### src/rtl/dmem_access_ctrl.sv
// dmem_access_ctrl: round-robin two-port controller with sub-word load/store over a word RAM
module dmem_access_ctrl #(
  parameter int DEPTH_LOG2 = 6,
  parameter int ADDR_W = 32
) (
  input  logic                  clk,
  input  logic                  reset_n,
  input  logic                  req0_valid,
  output logic                  req0_ready,
  input  logic                  req0_we,
  input  logic [ADDR_W-1:0]     req0_addr,
  input  logic [31:0]           req0_wdata,
  input  logic [1:0]            req0_size,
  input  logic                  req0_unsigned,
  output logic                  rsp0_valid,
  output logic [31:0]           rsp0_rdata,
  output logic                  rsp0_err,
  input  logic                  req1_valid,
  output logic                  req1_ready,
  input  logic                  req1_we,
  input  logic [ADDR_W-1:0]     req1_addr,
  input  logic [31:0]           req1_wdata,
  input  logic [1:0]            req1_size,
  input  logic                  req1_unsigned,
  output logic                  rsp1_valid,
  output logic [31:0]           rsp1_rdata,
  output logic                  rsp1_err,
  output logic [DEPTH_LOG2-1:0] mem_addr,
  output logic                  mem_we,
  output logic [31:0]           mem_wdata,
  input  logic [31:0]           mem_rdata
);
  localparam logic [1:0] IDLE = 2'd0, ACCESS = 2'd1, MERGE = 2'd2, RESP = 2'd3;
  logic [1:0] state, state_nx, q_size, s_size;
  logic rr_last, q_we, q_uns, q_port, q_err;
  logic any_valid, gnt, idle, rsp_on, s_we, s_uns, s_err;
  logic [DEPTH_LOG2+1:0] q_addr;
  logic [ADDR_W-1:0] s_addr;
  logic [31:0] q_wdata, old_word, rdata_q, s_wdata, lane_sh, load_val, lane_mask, merged;
  logic [4:0] shamt;
  // Grant selection, request mux, lane extraction/merge and output decode
  always_comb begin
    any_valid = req0_valid | req1_valid;
    gnt = (req0_valid & req1_valid) ? ~rr_last : req1_valid;
    idle = reset_n & (state == IDLE);
    req0_ready = idle & any_valid & ~gnt;
    req1_ready = idle & any_valid & gnt;
    s_we = gnt ? req1_we : req0_we;
    s_addr = gnt ? req1_addr : req0_addr;
    s_wdata = gnt ? req1_wdata : req0_wdata;
    s_size = gnt ? req1_size : req0_size;
    s_uns = gnt ? req1_unsigned : req0_unsigned;
    s_err = (s_size == 2'b11) | (s_size == 2'b01 & s_addr[0]) | (s_size == 2'b10 & |s_addr[1:0]) | (|s_addr[ADDR_W-1:DEPTH_LOG2+2]);
    shamt = {q_addr[1:0], 3'b000};
    lane_sh = mem_rdata >> shamt;
    load_val = q_size == 2'b00 ? {{24{~q_uns & lane_sh[7]}}, lane_sh[7:0]} : q_size == 2'b01 ? {{16{~q_uns & lane_sh[15]}}, lane_sh[15:0]} : lane_sh;
    lane_mask = (q_size == 2'b00 ? 32'h0000_00FF : 32'h0000_FFFF) << shamt;
    merged = (old_word & ~lane_mask) | ((q_wdata << shamt) & lane_mask);
    state_nx = state == IDLE ? (any_valid ? (s_err ? RESP : ACCESS) : IDLE) : state == ACCESS ? ((q_we & q_size != 2'b10) ? MERGE : RESP) : state == MERGE ? RESP : IDLE;
    rsp_on = reset_n & (state == RESP);
    rsp0_valid = rsp_on & ~q_port;
    rsp1_valid = rsp_on & q_port;
    rsp0_rdata = rsp0_valid ? rdata_q : '0;
    rsp1_rdata = rsp1_valid ? rdata_q : '0;
    rsp0_err = rsp0_valid & q_err;
    rsp1_err = rsp1_valid & q_err;
    mem_we = reset_n & ((state == ACCESS & q_we & q_size == 2'b10) | state == MERGE);
    mem_addr = (reset_n & (state == ACCESS | state == MERGE)) ? q_addr[DEPTH_LOG2+1:2] : '0;
    mem_wdata = !mem_we ? '0 : state == MERGE ? merged : q_wdata;
  end
  // State, round-robin pointer and latched request/response data
  always_ff @(posedge clk) begin
    if (!reset_n) begin
      state <= IDLE;
      rr_last <= 1'b1;
      q_we <= 1'b0;
      q_uns <= 1'b0;
      q_port <= 1'b0;
      q_err <= 1'b0;
      q_addr <= '0;
      q_wdata <= '0;
      q_size <= '0;
      old_word <= '0;
      rdata_q <= '0;
    end else begin
      state <= state_nx;
      if (idle & any_valid) begin
        rr_last <= gnt;
        q_port <= gnt;
        q_we <= s_we;
        q_addr <= s_addr[DEPTH_LOG2+1:0];
        q_wdata <= s_wdata;
        q_size <= s_size;
        q_uns <= s_uns;
        q_err <= s_err;
        rdata_q <= '0;
      end
      if (state == ACCESS & ~q_we) rdata_q <= load_val;
      if (state == ACCESS) old_word <= mem_rdata;
    end
  end
endmodule

### config.mk
export PLATFORM = sky130hd
export DESIGN_NAME = dmem_access_ctrl
export DESIGN_NICKNAME = d
export VERILOG_FILES = /design/src/rtl/dmem_access_ctrl.sv
export SDC_FILE = /design/constraint.sdc
export NUM_CORES = 1
export LEC_CHECK = 0
export CORE_ASPECT_RATIO = 1.5
export CORE_MARGIN = 5
export CORE_UTILIZATION = 47
export DETAILED_ROUTE_END_ITERATION = 10
export PLACE_DENSITY = 0.92
export SYNTH_ARGS = -nofsm -noshare
export SYNTH_HDL_FRONTEND = slang
export SYNTH_SLANG_ARGS = --single-unit
### constraint.sdc
create_clock -name clk -period 4.41 [get_ports clk]
set_input_delay 0.882 -clock clk [delete_from_list [all_inputs] [get_ports clk]]
set_output_delay 0.882 -clock clk [all_outputs]
set_load 0.03 [all_outputs]
### Word level (Yosys, flattened, before mapping)

Cells that the tools add are included.

* reduce and logical (&&, ||, !) cells: 5
* mux-type cells: 22
* shift-type cells: 3
* eq/ne operators: 9
* bitwise logic cells: 35

Operators by type and width (count)
* 32-bit 2-to-1 mux: 10
* 32-bit AND: 2
* 32-bit inverter: 1
* 32-bit OR: 1
* 16-bit by 5-bit left shift with 32-bit output: 1
* 32-bit by 5-bit left shift with 32-bit output: 1
* 32-bit by 5-bit right shift with 32-bit output: 1
* 24-bit OR reduction: 1
* 1-bit AND: 20
* 16-bit 2-to-1 mux: 1
* 2-bit 2-to-1 mux: 6
* 2-bit equality test (second input constant): 5
* 2-bit by 1-bit equality test with 1-bit output (second input constant): 3
* 6-bit 2-to-1 mux: 1
* 1-bit OR: 6
* 1-bit inverter: 5
* 2-bit logical NOT: 2
* 1-bit 2-to-1 mux: 4
* 2-bit inequality test (second input constant): 1
* 2-bit nonzero test: 1
* 2-bit OR reduction: 1

* logic and storage cells: 85
* register bits: 113
* output and inout port bits: 109
* bits of input ports: 172

### Longest topological paths before layout

Gate-level depths: netlist of the first run.

* word-level depth: 11
* mapped depth: 10
* mapped depth without buffers: 7

### Least setup slack after synthesis of the first run

No wires, ideal clock.

* kind: input-to-output
* start: input port reset_n
* end: output port rsp1_rdata[22]
* buffers on the path: 3
* path slack: 1291 ps
* arrival: 2237 ps
* required time: 3528 ps
* stages: 5
* cells stage by stage: clkbuf_1 and3_1 clkbuf_1 clkbuf_1 and2_1

* word-level cells in the longest chain between the ends: 3

Ends and longest elaborated chain
* from (decl): line 7 `input logic reset_n,`
* 1-bit AND: line 60 `rsp_on = reset_n & (state == RESP);`
* 1-bit AND: line 62 `rsp1_valid = rsp_on & q_port;`
* via rsp1_valid: line 25 `output logic rsp1_valid,`
* 32-bit 2-to-1 mux: line 64 `rsp1_rdata = rsp1_valid ? rdata_q : '0;`
* to (decl): line 26 `output logic [31:0] rsp1_rdata,`

The timed path passes the listed nets, and every way through them passes these cells.

### Worst setup path in the final report of the first run

* start: register q_addr[0]
* end: output port mem_wdata[2]

* word-level cells in the longest chain between the ends: 6
* elaborated cells on any way between the ends: 8
* classes of those cells: shift: 2; mux: 2; bitwise: 4

Ends and longest elaborated chain
* from (decl): line 37 `logic [DEPTH_LOG2+1:0] q_addr;`
* from (signal assigned): line 91 `q_addr <= s_addr[DEPTH_LOG2+1:0];`
* 16-bit by 5-bit left shift with 32-bit output: line 57 `lane_mask = (q_size == 2'b00 ? 32'h0000_00FF : 32'h0000_FFFF) << shamt;`
* 32-bit inverter: line 58 `merged = (old_word & ~lane_mask) | ((q_wdata << shamt) & lane_mask);`
* 32-bit AND: line 58
* 32-bit OR (*): line 58
* 32-bit 2-to-1 mux (*) (2 in series): line 69 `mem_wdata = !mem_we ? '0 : state == MERGE ? merged : q_wdata;`
* to (decl): line 30 `output logic [31:0] mem_wdata,`

Mark *: on every way between the ends. The rest lies on a longest branch, timed or not.

==> summary.txt, run 1 <==
Status
  • Status: complete, no violations

Die
  • Core area: 14,500 sq um
  • Ports: ~280
  • Die Area: 17,300 sq um
  • Initial Util: 0.477
  • DIE WIDTH: 109 um
  • DIE HEIGHT: between 150 and 200 um
  • Site Rows: 54

Synth
  • Asr flop ratio synth: 0
  • Register area share after synthesis: 0.328
  • Synthesized instance count: about 780
  • Distinct cell type count after synthesis: 43
  • Mapped Area: 6900 sq um
  • Yosys warnings: 0
  • Post-synth EDFFs: 0
  • Syn avg cell area: 8.80 sq um
  • Share of the synthesized area in the top cell type: 0.328
  • Synth Flop Type: dfxtp_1
  • Syn_nets: 960
  • Synth area leaders: dfxtp_1 33%, mux2i_1 18%, o211a_1 6.4%
  • Most area-hungry cell type in the Yosys netlist: dfxtp_1
  • Seq cells post-synth: between 100 and 150

Clock tree
  • CTS tree: built
  • Htree depth: 4
  • Hold Buf Count CTS: 0
  • Clock root buffer: clkbuf_16
  • Clk Latency, worst-skew pair: 410 ps
  • Post-cts resize count: 0
  • Postcts setup bufs: 0
  • Num CTS Buffers: 17
  • Clock transition at the registers of the reported paths: 50 ps
  • Clock Path Buffers: 2
  • # clock sinks: approximately 110

Layout
  • Layout net count: 1,203
  • Synthesis-to-layout area growth: 49.8%
  • Layout cell share with drive strength beyond 1: 0.0962
  • Number of fill cells: ~1.1k

Timing
  • Post-Route Setup TNS: 0 ps
  • Fin. max-slew vios: 0
  • Fin crit period: roughly 3700 ps
  • Final period util: 0.832
  • Final hold slack: a little under 500 ps
  • Final hold vios: 0
  • RSZ-0062 raised after global routing: no
  • Max Clock Skew: 4.82 ps
  • Slew margin rel.: 0.506
  • Max frequency: 273 MHz
  • Endpoints failing setup: 0
  • Worst Max-Slew Pin Slew: 740 ps

Power and ir drop
  • Leak: 4.29 nW
  • Peak supply drop: approximately 0.3 mV
  • Comb power frac: 0.423
  • Switching Power: ~0.0019 W
  • P per Cell Area: 485 nW/um^2
  • Sw frac: 0.379
  • Tot Pwr: around 0.0050 W
  • Sequential group share of total power: 0.315
  • Clock share of power: 0.262
  • Design internal power: slightly above 0.003 W

Min path
  • Hold Crit Class: flop to flop

Detailed routing
  • Number of routed nets with antenna violations: 0
  • Wirelength, routed: 23,700 um
  • Number of remaining DRC errors: 0
  • Post-DR vias/cell: roughly 5.6
  • WL/cell: just under 20 um
  • Initial DRC Count: 633
  • TritonRoute pass-1 iters: 5
  • DR vias: 6,970

Setup path
  • Arrival time at the worst endpoint: 2790 ps
  • Req. time, crit path: 3530 ps
  • CP max FO: 37
  • Crit Path Class: flop to output pin
  • CP endpoint kind: output pin
  • Critical Path Source Type: flop

Run
  • Max Cap Violations: 0

Global route
  • Largest net degree at the start of global routing: a little under 80
  • Initial antenna violation count: 0
  • First-pass GRT wire length: 35,500 um
  • GRT Resource Usage Total: 0.266
  • GRT overflow: 0
  • Vias in the first global route: about 6.6k

Placement
  • Dpl hpwl: about 18,000 um
  • GPL Wtd Cong: 0.898
  • I/O Buffers: 280
power groups by stage:
stage	Clock (W)	Combinational (W)	Sequential, W
floorplan	0	0.00159	0.00144
finish	0.00131	0.00212	0.00158
detailed placement	0	0.00209	0.00159
global placement	0	0.00204	0.00158
global route	0.00138	0.00230	0.00161
CTS	0.00132	0.00211	0.00157
worst max-delay path, stage by stage, from the launching register on:
cell             delay (ps)
dfxtp_2                 690
buf_4                   470
o21ai_4                 190
mux2i_1                 160
nor2_1                  120
clkdlybuf4s50_1         730
area by class of cell:
type / count / area [sq um] / area share
Inverter: 3 / 11.3 / 0.00109
Clock buffer: 25 / 485 / 0.0469
Sequential cell: 113 / 2260 / 0.219
Antenna cell: 1 / 2.50 / 0.000242
Timing Repair Buffer: 297 / 2940 / 0.285
Clock inverter: 6 / 80.1 / 0.00774
Tap cell: 196 / 245 / 0.0237
Multi-Input combinational cell: 595 / 4310 / 0.417
Yosys cell counts (2+ instances only):
library cell and n:
a21oi_2 2, buf_2 22, o21a_1 4, o211a_1 44, clkbuf_1 38, a211oi_1 22, o211ai_1 9, inv_1 3
nand2b_1 10, mux2i_1 124, mux2_2 8, a21boi_1 11, o21bai_1 2, a21boi_0 8, and3_1 9, nand3_1 3
a22oi_1 24, nor3_1 2, a21oi_1 24, a31oi_1 8, mux4_2 2, buf_4 6, and2_1 67, buf_6 2
nand4_1 2, o21ai_0 20, nor2b_1 65, nand2_1 69, dfxtp_1 113, ha_1 4, buf_1 5, nor4_1 12
o22ai_1 3, nor2_1 28
final timing paths:
path | startpoint | endpoint | slack [ps] | cells after the start
min | q_addr[2] | q_addr[2] | 490 | 1
min reg2reg | q_addr[2] | q_addr[2] | 490 | 1
max reg2reg | state[1] | rdata_q[29] | 1490 | 8
max | q_addr[0] | mem_wdata[2] | 740 | 5
layer usage:
metal | track usage | vias up | share of wire
met5 | 0 | - | 0
met1 | 0.319 | 3285 | 0.38
li1 | - | 3281 | -
met4 | 0.140 | 0 | 0.047
met3 | 0.0572 | 72 | 0.072
met2 | 0.442 | 332 | 0.50
registers in the layout, summed over array words and instances (netlist names):
signal	cells
q_uns	1
q_err	1
q_port	1
q_addr	8
q_wdata	32
q_size	2
rdata_q	32
q_we	1
rr_last	1
old_word	32
state	2
cell usage in the layout, fill, tap and decap left out, types with 10 or more instances in the layout:
cell type        synthesis  final
clkdlybuf4s50_1          0    245
mux2i_1                124    124
dfxtp_1                113    111
nand2_1                 69     69
and2_1                  67     67
nor2b_1                 65     65
o211a_1                 44     44
buf_4                    6     44
nor2_1                  28     28
a21oi_1                 24     24
a22oi_1                 24     24
a211oi_1                22     22
o21ai_0                 20     20
clkbuf_16                0     17
nor4_1                  12     12
a21boi_1                11     11
nand2b_1                10     10
logic make-up (layout without fill, tap and decap cells):
group / Yosys count / in the layout / synth area share
adders and majority gates: 4 / 4 / 0.00725
buffers and inverters: 76 / 331 / 0.0508
and+or+nand+nor: 271 / 271 / 0.212
other: 0 / 1 / 0
DFF: 113 / 113 / 0.328
muxes: 134 / 134 / 0.199
AOI/OAI and AO/OA: 186 / 186 / 0.203
per-stage QoR:
| step | std cells | utilization | setup slack (ps) | instance area, sq um |
|---|---|---|---|---|
| after floorplan | 784 | - | 1290 | 6900 |
| after global placement | 1204 | 0.676 | 1030 | 9770 |
| after detailed placement | 1204 | 0.676 | 985 | 9770 |
| after CTS | 1235 | 0.715 | 724 | 10300 |
| after global routing | 1235 | 0.715 | 597 | 10300 |
| final | 1236 | 0.715 | 742 | 10300 |
Power figures use the tool's default switching activity.
==> inputs of run 2 (changes only) <==
--- a/config.mk
+++ b/config.mk
@@ -7,9 +7,9 @@
 export LEC_CHECK = 0
 export CORE_ASPECT_RATIO = 1.5
 export CORE_MARGIN = 5
-export CORE_UTILIZATION = 47
+export CORE_UTILIZATION = 44
 export DETAILED_ROUTE_END_ITERATION = 10
-export PLACE_DENSITY = 0.92
+export PLACE_DENSITY = 0.88
 export SYNTH_ARGS = -nofsm -noshare
 export SYNTH_HDL_FRONTEND = slang
 export SYNTH_SLANG_ARGS = --single-unit
==> constraint.sdc (replaced) <==
create_clock -name clk -period 3.6 [get_ports clk]
set_input_delay 0.72 -clock clk [delete_from_list [all_inputs] [get_ports clk]]
set_output_delay 0.72 -clock clk [all_outputs]
set_load 0.03 [all_outputs]
==> run 2 against run 1 <==
First-iteration DRC count fell by 33%. Hold slack got worse by 5.5 ps. Routed wire length is 0.62% higher. Sequential cell count did not move. Critical endpoint is now mem_wdata[1]. Largest power group unchanged. Highest routed layer unchanged.
==> summary.txt, run 2 (synthesized netlist as in run 1, its figures left out) <==
Setup path
  • Req. time, crit path: 2880 ps (was 3530 ps)
  • Largest stage delay, worst path: 710 ps (was 730 ps)
  • Worst r2r src: state[1] (unchanged)
  • Critical Path Source Type: flop (unchanged)
  • Crit Path Class: flop to output pin (unchanged)
  • Register-to-register setup slack: 1120 ps (was 1490 ps)
  • CP endpoint kind: output pin (unchanged)
  • CP max FO: 29 (was 37)
  • Critical-path cell list: buf_4 > o21ai_4 > mux2i_1 > nor2_1 > clkdlybuf4s50_1 (unchanged)
  • Reg-to-reg endpoint: rdata_q[29] (unchanged)
  • Slowest CP cell: clkdlybuf4s50_1 (unchanged)
  • Worst reg2reg path depth: 8 (unchanged)
  • Arrival time at the worst endpoint: 2590 ps (was 2790 ps)

Die
  • Die Area: 18,300 sq um (was 17,300 sq um)
  • DIE HEIGHT: 163 um (was 158 um)
  • Core area: 15,600 sq um (was 14,500 sq um)
  • DIE WIDTH: 112 um (was 109 um)
  • Initial Util: 0.444 (was 0.477)
  • Site Rows: 56 (was 54)
  • Ports: 281 (unchanged)

Min path
  • Hold Startpoint: q_port (was q_addr[2])
  • Hold Path Depth: 2 (was 1)
  • Hold path endpoint: q_port (was q_addr[2])
  • Hold Crit Class: flop to flop (unchanged)

Timing
  • Fin. max-slew vios: 0 (unchanged)
  • Endpoints failing setup: 0 (unchanged)
  • Max frequency: around 300 MHz
  • Final period util: 0.918
  • Post-Route Setup TNS: 0 ps (unchanged)
  • Worst Max-Slew Pin Slew: 936 ps (was 740 ps)
  • Final hold vios: 0 (unchanged)
  • Slew margin rel.: 0.376 (was 0.506)
  • RSZ-0062 raised after global routing: no (unchanged)
  • Max Clock Skew: 7.35 ps (was 4.82 ps)
  • Fin crit period: 3310 ps
  • Final hold slack: 486 ps (was 492 ps)

Status
  • Status: complete, no violations (unchanged)

Clock tree
  • Clock transition at the registers of the reported paths: 50 ps (about the same)
  • CTS tree: built (unchanged)
  • Post-cts resize count: 0 (unchanged)
  • # clock sinks: 113 (unchanged)
  • Num CTS Buffers: 17 (unchanged)
  • Htree depth: 4 (unchanged)
  • Hold Buf Count CTS: 0 (unchanged)
  • Clock root buffer: clkbuf_16 (unchanged)
  • Clk Latency, worst-skew pair: 410 ps (about the same)
  • Clock Path Buffers: 2 (unchanged)
  • Postcts setup bufs: 0 (unchanged)

Power and ir drop
  • Design internal power: 0.00391 W (was 0.00312 W)
  • Sequential group share of total power: 0.304 (was 0.315)
  • Switching Power: 0.00241 W (was 0.00190 W)
  • Peak supply drop: 0.328 mV (was 0.300 mV)
  • Clock share of power: 0.271 (was 0.262)
  • P per Cell Area: 597 nW/um^2 (was 485 nW/um^2)
  • Leak: 4.48 nW (was 4.29 nW)
  • Sw frac: 0.381 (was 0.379)
  • Comb power frac: 0.425 (was 0.423)

Layout
  • Synthesis-to-layout area growth: 53.4% (was 49.8%)
  • Layout net count: 1,204 (was 1,203)
  • Non-Filler Instances: 1,244 (was 1,236)
  • Core Util, Final: 0.681 (was 0.715)
  • Largest regs: old_word: 32 flops, q_wdata: 32 flops, rdata_q: 32 flops (unchanged)
  • Most common cell after layout, fill and taps aside: clkdlybuf4s50_1 (unchanged)
  • Highest-count cells in the layout ignoring fill and taps: 194 x clkdlybuf4s50_1, 124 x mux2i_1, 111 x dfxtp_1 (was 245 x clkdlybuf4s50_1, 124 x mux2i_1, 111 x dfxtp_1)
  • N_diodes: 0 (was 1)
  • Final instance area: 10,600 sq um (was 10,300 sq um)
  • Layout cell share with drive strength beyond 1: 0.152 (was 0.0962)
  • Number of fill cells: 1,254 (was 1,115)

Detailed routing
  • TritonRoute pass-1 iters: 5 (unchanged)
  • Post-DR vias/cell: 5.41 (was 5.64)
  • DR vias: 6,725 (was 6,970)
  • Wirelength, routed: 23,900 um (was 23,700 um)
  • WL/cell: 19.2 um (about the same)
  • Initial DRC Count: 421 (was 633)
  • Number of remaining DRC errors: 0 (unchanged)
  • Number of routed nets with antenna violations: 0 (unchanged)

Placement
  • Area after DPL: 9980 sq um (was 9770 sq um)
  • Placed cells: 1,212 (was 1,204)
  • I/O Buffers: 280 (unchanged)
  • GPL Wtd Cong: 0.851 (was 0.898)
  • Dpl hpwl: 17,800 um (was 18,200 um)

Run
  • Max Cap Violations: 0 (unchanged)

Global route
  • GRT Resource Usage Total: 0.251 (was 0.266)
  • GRT overflow: 0 (unchanged)
  • First-pass GRT wire length: 36,400 um (was 35,500 um)
  • Initial antenna violation count: 0 (unchanged)
  • Vias in the first global route: 6,772 (was 6,625)
  • Largest net degree at the start of global routing: 109 (was 77)
[run 2: cell type report]
class                           count  area [sq um]  share of cell area
Multi-Input combinational cell    595          4320               0.408
Timing Repair Buffer              298          3140               0.296
Sequential cell                   113          2260               0.214
Clock buffer                       19           443              0.0418
Tap cell                          203           254              0.0240
Clock inverter                     13           160              0.0151
Inverter                            3          11.3             0.00106
[run 2: metrics by stage]
step                power, W  setup slack, ps
finish               0.00632              294
global route         0.00667              139
CTS                  0.00633              299
detailed placement   0.00458              754
global placement     0.00452              752
floorplan            0.00372              805
[run 2: power by group through the flow]
stage	sequential, W	combinational (W)	clock (W)
3_3_place_gp	0.00192	0.00260	0
3_5_place_dp	0.00193	0.00265	0
5_1_grt	0.00196	0.00292	0.00180
4_1_cts	0.00191	0.00269	0.00173
2_1_floorplan	0.00176	0.00195	0
6_report	0.00192	0.00269	0.00171
[run 2: worst max-delay path: cells and delay by family (launching register included)]
family | cells | cell delay [ps]
simple gates | 1 | 130
buf+inv | 2 | 1140
flops | 1 | 550
compound gates | 1 | 190
mux | 1 | 150
[run 2: worst max path at each step]
| stage | from | endpoint | slack [ps] |
|---|---|---|---|
| 6_report | q_addr[1] | mem_wdata[1] | 290 |
| 5_1_grt | q_addr[1] | mem_wdata[16] | 140 |
| 4_1_cts | q_addr[1] | mem_wdata[1] | 300 |
| 3_5_place_dp | reset_n | mem_wdata[1] | 750 |
| 3_3_place_gp | reset_n | mem_wdata[1] | 750 |
| 2_1_floorplan | reset_n | rsp1_rdata[22] | 800 |
[run 2: layer usage]
metal / wire (um) / global-route usage / vias up
li1: - / - / 3284
met1: 9450 / 0.304 / 3133
met2: 12200 / 0.433 / 260
met3: 1450 / 0.0467 / 48
met4: 813 / 0.108 / 0
met5: 0 / 0 / -
